$ cat src/rtl/vedic_pkg.sv
// Shared helpers for the pipelined Vedic multiplier: width legality,
// pipeline depth derivation and two's-complement sign handling.
package vedic_pkg;

  function automatic int unsigned clog2(input int unsigned n);
    int unsigned r;
    r = 0;
    for (int unsigned v = 1; v < n; v = v << 1) r++;
    return r;
  endfunction

  function automatic int unsigned latency_of(input int unsigned w);
    return clog2(w);
  endfunction

  function automatic bit width_ok(input int unsigned w);
    return (w == 4) || (w == 8) || (w == 16);
  endfunction

  function automatic logic [31:0] negate(input logic [31:0] x);
    return ~x + 32'd1;
  endfunction

  // Callers truncate the result, so the 32-bit negate yields the correct
  // narrow magnitude (including 2^(W-1) for the most negative operand).
  function automatic logic [31:0] mag_of(input logic [31:0] x, input logic neg);
    return neg ? negate(x) : x;
  endfunction

endpackage

$ cat src/rtl/vedic_2x2.sv
// Combinational 2x2 Urdhva-Tiryagbhyam leaf: vertical, crosswise, vertical.
module vedic_2x2 (
  input  logic [1:0] a,
  input  logic [1:0] b,
  output logic [3:0] p
);

  logic hi;
  logic c1;

  always_comb begin
    hi   = a[1] & b[1];
    c1   = (a[1] & b[0]) & (a[0] & b[1]);
    p[0] = a[0] & b[0];
    p[1] = (a[1] & b[0]) ^ (a[0] & b[1]);
    p[2] = hi ^ c1;
    p[3] = hi & c1;
  end

endmodule

$ cat src/rtl/vedic_mult_pipe.sv
// Pipelined WIDTHxWIDTH Vedic multiplier with signed/unsigned mode and
// valid/ready handshaking; one stage per doubling of sub-product width.
module vedic_mult_pipe
  import vedic_pkg::*;
#(
  parameter int unsigned WIDTH = 4
) (
  input  logic                 clk,
  input  logic                 rst_n,
  input  logic                 ena,
  input  logic                 in_valid,
  output logic                 in_ready,
  input  logic [WIDTH-1:0]     a,
  input  logic [WIDTH-1:0]     b,
  input  logic                 is_signed,
  output logic                 out_valid,
  input  logic                 out_ready,
  output logic [2*WIDTH-1:0]   p
);

  localparam int unsigned LATENCY = latency_of(WIDTH);

  if (!width_ok(WIDTH)) begin : g_bad_width
    $error("vedic_mult_pipe: WIDTH must be 4, 8 or 16");
  end

  logic             advance;
  logic [WIDTH-1:0] a_mag;
  logic [WIDTH-1:0] b_mag;
  logic             sign_d;

  always_comb begin
    sign_d = is_signed && (a[WIDTH-1] ^ b[WIDTH-1]);
    a_mag  = WIDTH'(mag_of(32'(a), is_signed && a[WIDTH-1]));
    b_mag  = WIDTH'(mag_of(32'(b), is_signed && b[WIDTH-1]));
  end

  assign advance  = ena && (!out_valid || out_ready);
  assign in_ready = advance;

  // Level k holds products of S-bit operand blocks, S = 2^(k+1); the last
  // level's single entry is the signed result and only loads on valid data.
  for (genvar k = 0; k < LATENCY; k++) begin : g_lvl
    localparam int unsigned S  = 2 << k;
    localparam int unsigned NB = WIDTH / S;
    localparam int unsigned PW = 2 * S;

    logic          v;
    logic          sgn;
    logic [PW-1:0] prod_q [NB][NB];

    if (k == 0) begin : g_leaf
      logic [3:0] pp [NB][NB];

      for (genvar i = 0; i < NB; i++) begin : g_row
        for (genvar j = 0; j < NB; j++) begin : g_col
          vedic_2x2 u_pp (
            .a (a_mag[2*i +: 2]),
            .b (b_mag[2*j +: 2]),
            .p (pp[i][j])
          );
        end
      end

      always_ff @(posedge clk or negedge rst_n) begin
        if (!rst_n) begin
          v      <= 1'b0;
          sgn    <= 1'b0;
          prod_q <= '{default: '0};
        end else if (advance) begin
          v      <= in_valid;
          sgn    <= sign_d;
          prod_q <= pp;
        end
      end
    end else begin : g_comb
      localparam int unsigned H = S / 2;

      logic [PW-1:0] sum_d [NB][NB];

      // Block (i,j) = lo*lo + (hi*lo + lo*hi) << H + hi*hi << S.
      always_comb begin
        for (int unsigned i = 0; i < NB; i++) begin
          for (int unsigned j = 0; j < NB; j++) begin
            sum_d[i][j] = PW'(g_lvl[k-1].prod_q[2*i][2*j])
                        + ((PW'(g_lvl[k-1].prod_q[2*i+1][2*j])
                          + PW'(g_lvl[k-1].prod_q[2*i][2*j+1])) << H)
                        + (PW'(g_lvl[k-1].prod_q[2*i+1][2*j+1]) << S);
          end
        end
      end

      if (k == LATENCY - 1) begin : g_out
        assign sgn = g_lvl[k-1].sgn;

        always_ff @(posedge clk or negedge rst_n) begin
          if (!rst_n) begin
            v      <= 1'b0;
            prod_q <= '{default: '0};
          end else if (advance) begin
            v <= g_lvl[k-1].v;
            if (g_lvl[k-1].v) prod_q[0][0] <= PW'(mag_of(32'(sum_d[0][0]), sgn));
          end
        end
      end else begin : g_mid
        always_ff @(posedge clk or negedge rst_n) begin
          if (!rst_n) begin
            v      <= 1'b0;
            sgn    <= 1'b0;
            prod_q <= '{default: '0};
          end else if (advance) begin
            v      <= g_lvl[k-1].v;
            sgn    <= g_lvl[k-1].sgn;
            prod_q <= sum_d;
          end
        end
      end
    end
  end

  assign out_valid = g_lvl[LATENCY-1].v;
  assign p         = g_lvl[LATENCY-1].prod_q[0][0];

endmodule

$ cat config.mk
export PLATFORM = sky130hd
export DESIGN_NAME = vedic_mult_pipe
export DESIGN_NICKNAME = d
export VERILOG_FILES = /design/src/rtl/vedic_pkg.sv /design/src/rtl/vedic_2x2.sv /design/src/rtl/vedic_mult_pipe.sv
export SDC_FILE = /design/constraint.sdc
export NUM_CORES = 1
export LEC_CHECK = 0
export ABC_AREA = 0
export BUFFER_PORTS_ARGS = -buffer_cell sky130_fd_sc_hd__clkbuf_2
export CORE_MARGIN = 5
export CORE_UTILIZATION = 50
export DETAILED_ROUTE_END_ITERATION = 8
export PLACE_DENSITY = 0.82
export SLEW_MARGIN = 20
export SYNTH_ARGS = -nofsm -noshare
export SYNTH_HDL_FRONTEND = slang
export SYNTH_HIERARCHICAL = 1
export SYNTH_SLANG_ARGS = --single-unit
$ cat constraint.sdc
create_clock -name clk -period 6.6 [get_ports clk]
set_clock_uncertainty 0.15 [all_clocks]
set_input_delay 1.32 -clock clk [delete_from_list [all_inputs] [get_ports clk]]
set_output_delay 1.32 -clock clk [all_outputs]
set_load 0.02 [all_outputs]
==> results.toml <==
[worst_setup_path]
crit_path_max_fanout = 23
cp_cell_sequence = "clkbuf_2, o21ai_2, inv_1, clkbuf_2"
r2r_start = "g_lvl[0].prod_q[4]$_DFFE_PN0P_"
worstPathArrival_ps = 2660
slowest_delay_ps = 490
cp-startpoint = "out_ready"
critical_path.endpoint_type = "output port"
worst-path-buf-inv = 3
worst_path_max_delay_cell = "o21ai_2"
crit_top_cell = "clkbuf_2"
crit_path_start_kind = "primary input"
cpLargestDelayFamily = "buffers and inverters"
worstPathRequired_ps = 5130
criticalPathCategory = "in2out"

[job]
cap_violations = 0

[synthesis]
synth.top_cells.by_area = "dfrtp_1 37%, ha_1 14%, nand2_1 13%, and2_1 6.5%, xor2_1 3.9%"
synth.distinct_cells = 34
synth_compound_area_share_pct = 10.6
yosys_most_used_dff = "dfrtp_1"
yosysMostFrequentCell = "nand2_1"
avgSynthCellArea_sq_um = 8.65
ys_ff_latch = 27
async_flop_share_pct = 100
synth_edf_count = 0
synthesis.nets = 246
yosys.area.top_type_share_pct = 37.2
synth_common_cells = "63 x nand2_1, 27 x dfrtp_1, 20 x ha_1"
synth_top_family_by_area = "simple AND/OR/NAND/NOR gates"
yosysWarnings = 6
syn_area_sq_um = 1820
synth_xor_area_share_pct = 4.82
yosys.area.top_type = "dfrtp_1"
yosysSeqAreaShare_pct = 37.2
synthAdderAreaFrac_pct = 16.0
synth-simple-area-share_pct = 26.5
synthCells = 210
muxShareOfSynthArea_pct = 1.79

[status]
outcome = "complete, no violations"

[routing]
drt-wirelength-per-cell_microns = 11.6
first_pass_iters = 4
vias_per_cell = 5.16
ant_nets = 0
drc_errors = 0
initialDrtViolationCount = 45
wirelength_microns = 3250
vias = 1445

[floorplanning]
core_area_sq_um = 3580
die_x_microns = 70.3
die-area_sq_um = 4940
io-pin-count = 24
num_rows = 22
die_h_microns = 70.3
start_util_pct = 50.8

[cells_and_area]
area_growth_pct = 10.5
nFillCells = 342
num_antenna_cells = 0
nets = 269
drive_gt1_share_pct = 15.1

[cts]
clkLatencyLatePin_ps = 340
cts_hold_buf = 0
clkTransAtPathRegs_ps = 160
cts_root_buf = "clkbuf_4"
clockBufferDepth = 2
cts-htree-levels = 1
cts_resized = 0
tritoncts = "built"
numClockSinks = 27
cts_buffers = 3
cts_setup_buffers = 0

[sta]
period_minus_slack_ps = 4130
fin_ws_ps = 2470
setup-tns-final_ps = 0
worst_slew_pin_slew_ps = 649
drv_slew = 0
finalHoldViolCount = 0
rsz0062_at_grt = "no"
setup_viol = 0
period_share_pct = 62.5
max_freq_mhz = 242
slew_headroom_pct = 56.7

[power]
power_leakage_nw = 1.10
power_uw = 522
ir_drop_uv = 131
p_per_area_nw_per_um2 = 260

[grt]
grt_overflow = 0
grt_max_degree = 28
antenna_found_initial = 0
grt_first_pass_wirelength_microns = 5890
grt_usage_pct = 14.3
grt_pass1_vias = 1396

[placement]
place.gp.congestion = 0.800
io_buffers = 23
dp_hpwl_microns = 2650
pre_cts_slack_ps = 2060

[hold_path]
min_from = "p[5]$_DFFE_PN0P_"
hp-class = "reg2reg"
-- final cells by class --
cell class | count | area, sq um | share of cell area, %
clock buffer | 3 | 22.5 | 1.12
clock inverter | 1 | 8.76 | 0.436
inverter | 10 | 37.5 | 1.87
multi-input combinational | 168 | 1090 | 54.2
sequential | 27 | 676 | 33.6
tap | 48 | 60.1 | 2.99
timing repair buffer | 23 | 115 | 5.73
-- metrics by stage --
stage,cell area (sq um),std cells,hold slack [ps],util [%]
floorplan,1820,210,300,-
global placement,1970,276,310,55.1
detailed placement,1970,276,320,55.1
CTS,2000,280,355,56.0
global route,2010,280,388,56.1
finish,2010,280,344,56.1
-- worst reg2reg max path, cell delays in order (launching register included) --
cell and delay, ps:
dfrtp_1 410, ha_1 220, fa_1 490, fa_1 450
xor2_1 220, o31ai_4 280, o31ai_1 130, or4_1 500
nand3_1 90
-- cell families after synthesis --
logic type,after synthesis
DFF,27
adders and majority gates,22
muxes,3
xor gates and xnor gates,10
AOI/OAI and AO/OA,29
and+or+nand+nor,104
buffers and inverters,15
-- state kept, by name (all words and copies together), names as in the netlist --
signal,count
g_lvl.prod_q,16
g_lvl.sgn,1
g_lvl.v,1
out_valid,1
p,8
-- cell usage in the layout, fill, tap and decap left out, types with 2 or more instances in the layout --
master / n
nand2_1: 63
dfrtp_1: 27
clkbuf_2: 23
ha_1: 20
and2_1: 19
o21ai_0: 13
inv_1: 10
xor2_1: 8
nor2_1: 8
a21o_1: 3
a21oi_1: 3
o31ai_1: 3
nand3_1: 3
clkbuf_4: 3
xnor2_1: 2
mux2_2: 2
o211ai_1: 2
fa_1: 2
-- metal layers --
metal,track usage (%),vias to the layer above,share of wire [%]
li1,-,743,-
met1,18.8,672,48
met2,24.1,25,47
met3,1.01,5,3.2
met4,5.74,0,1.8
met5,0,-,0
-- path summary, 6_finish.rpt --
kind | to | cells past startpoint | slack [ps]
max | in_ready | 4 | 2470
min | p[5]$_DFFE_PN0P_ | 2 | 340
min in group asynchronous | p[4]$_DFFE_PN0P_ | 1 | 820
max reg2reg | p[7]$_DFFE_PN0P_ | 8 | 3600
max in group asynchronous | g_lvl[0].prod_q[3]$_DFFE_PN0P_ | 1 | 5060
min reg2reg | p[5]$_DFFE_PN0P_ | 2 | 340
-- where the power goes --
part | switching (mW) | internal (mW)
Clock | 0.0544 | 0.0248
Sequential | 0.0234 | 0.201
Combinational | 0.133 | 0.0857
No activity file was read; power rests on OpenSTA's default activity.
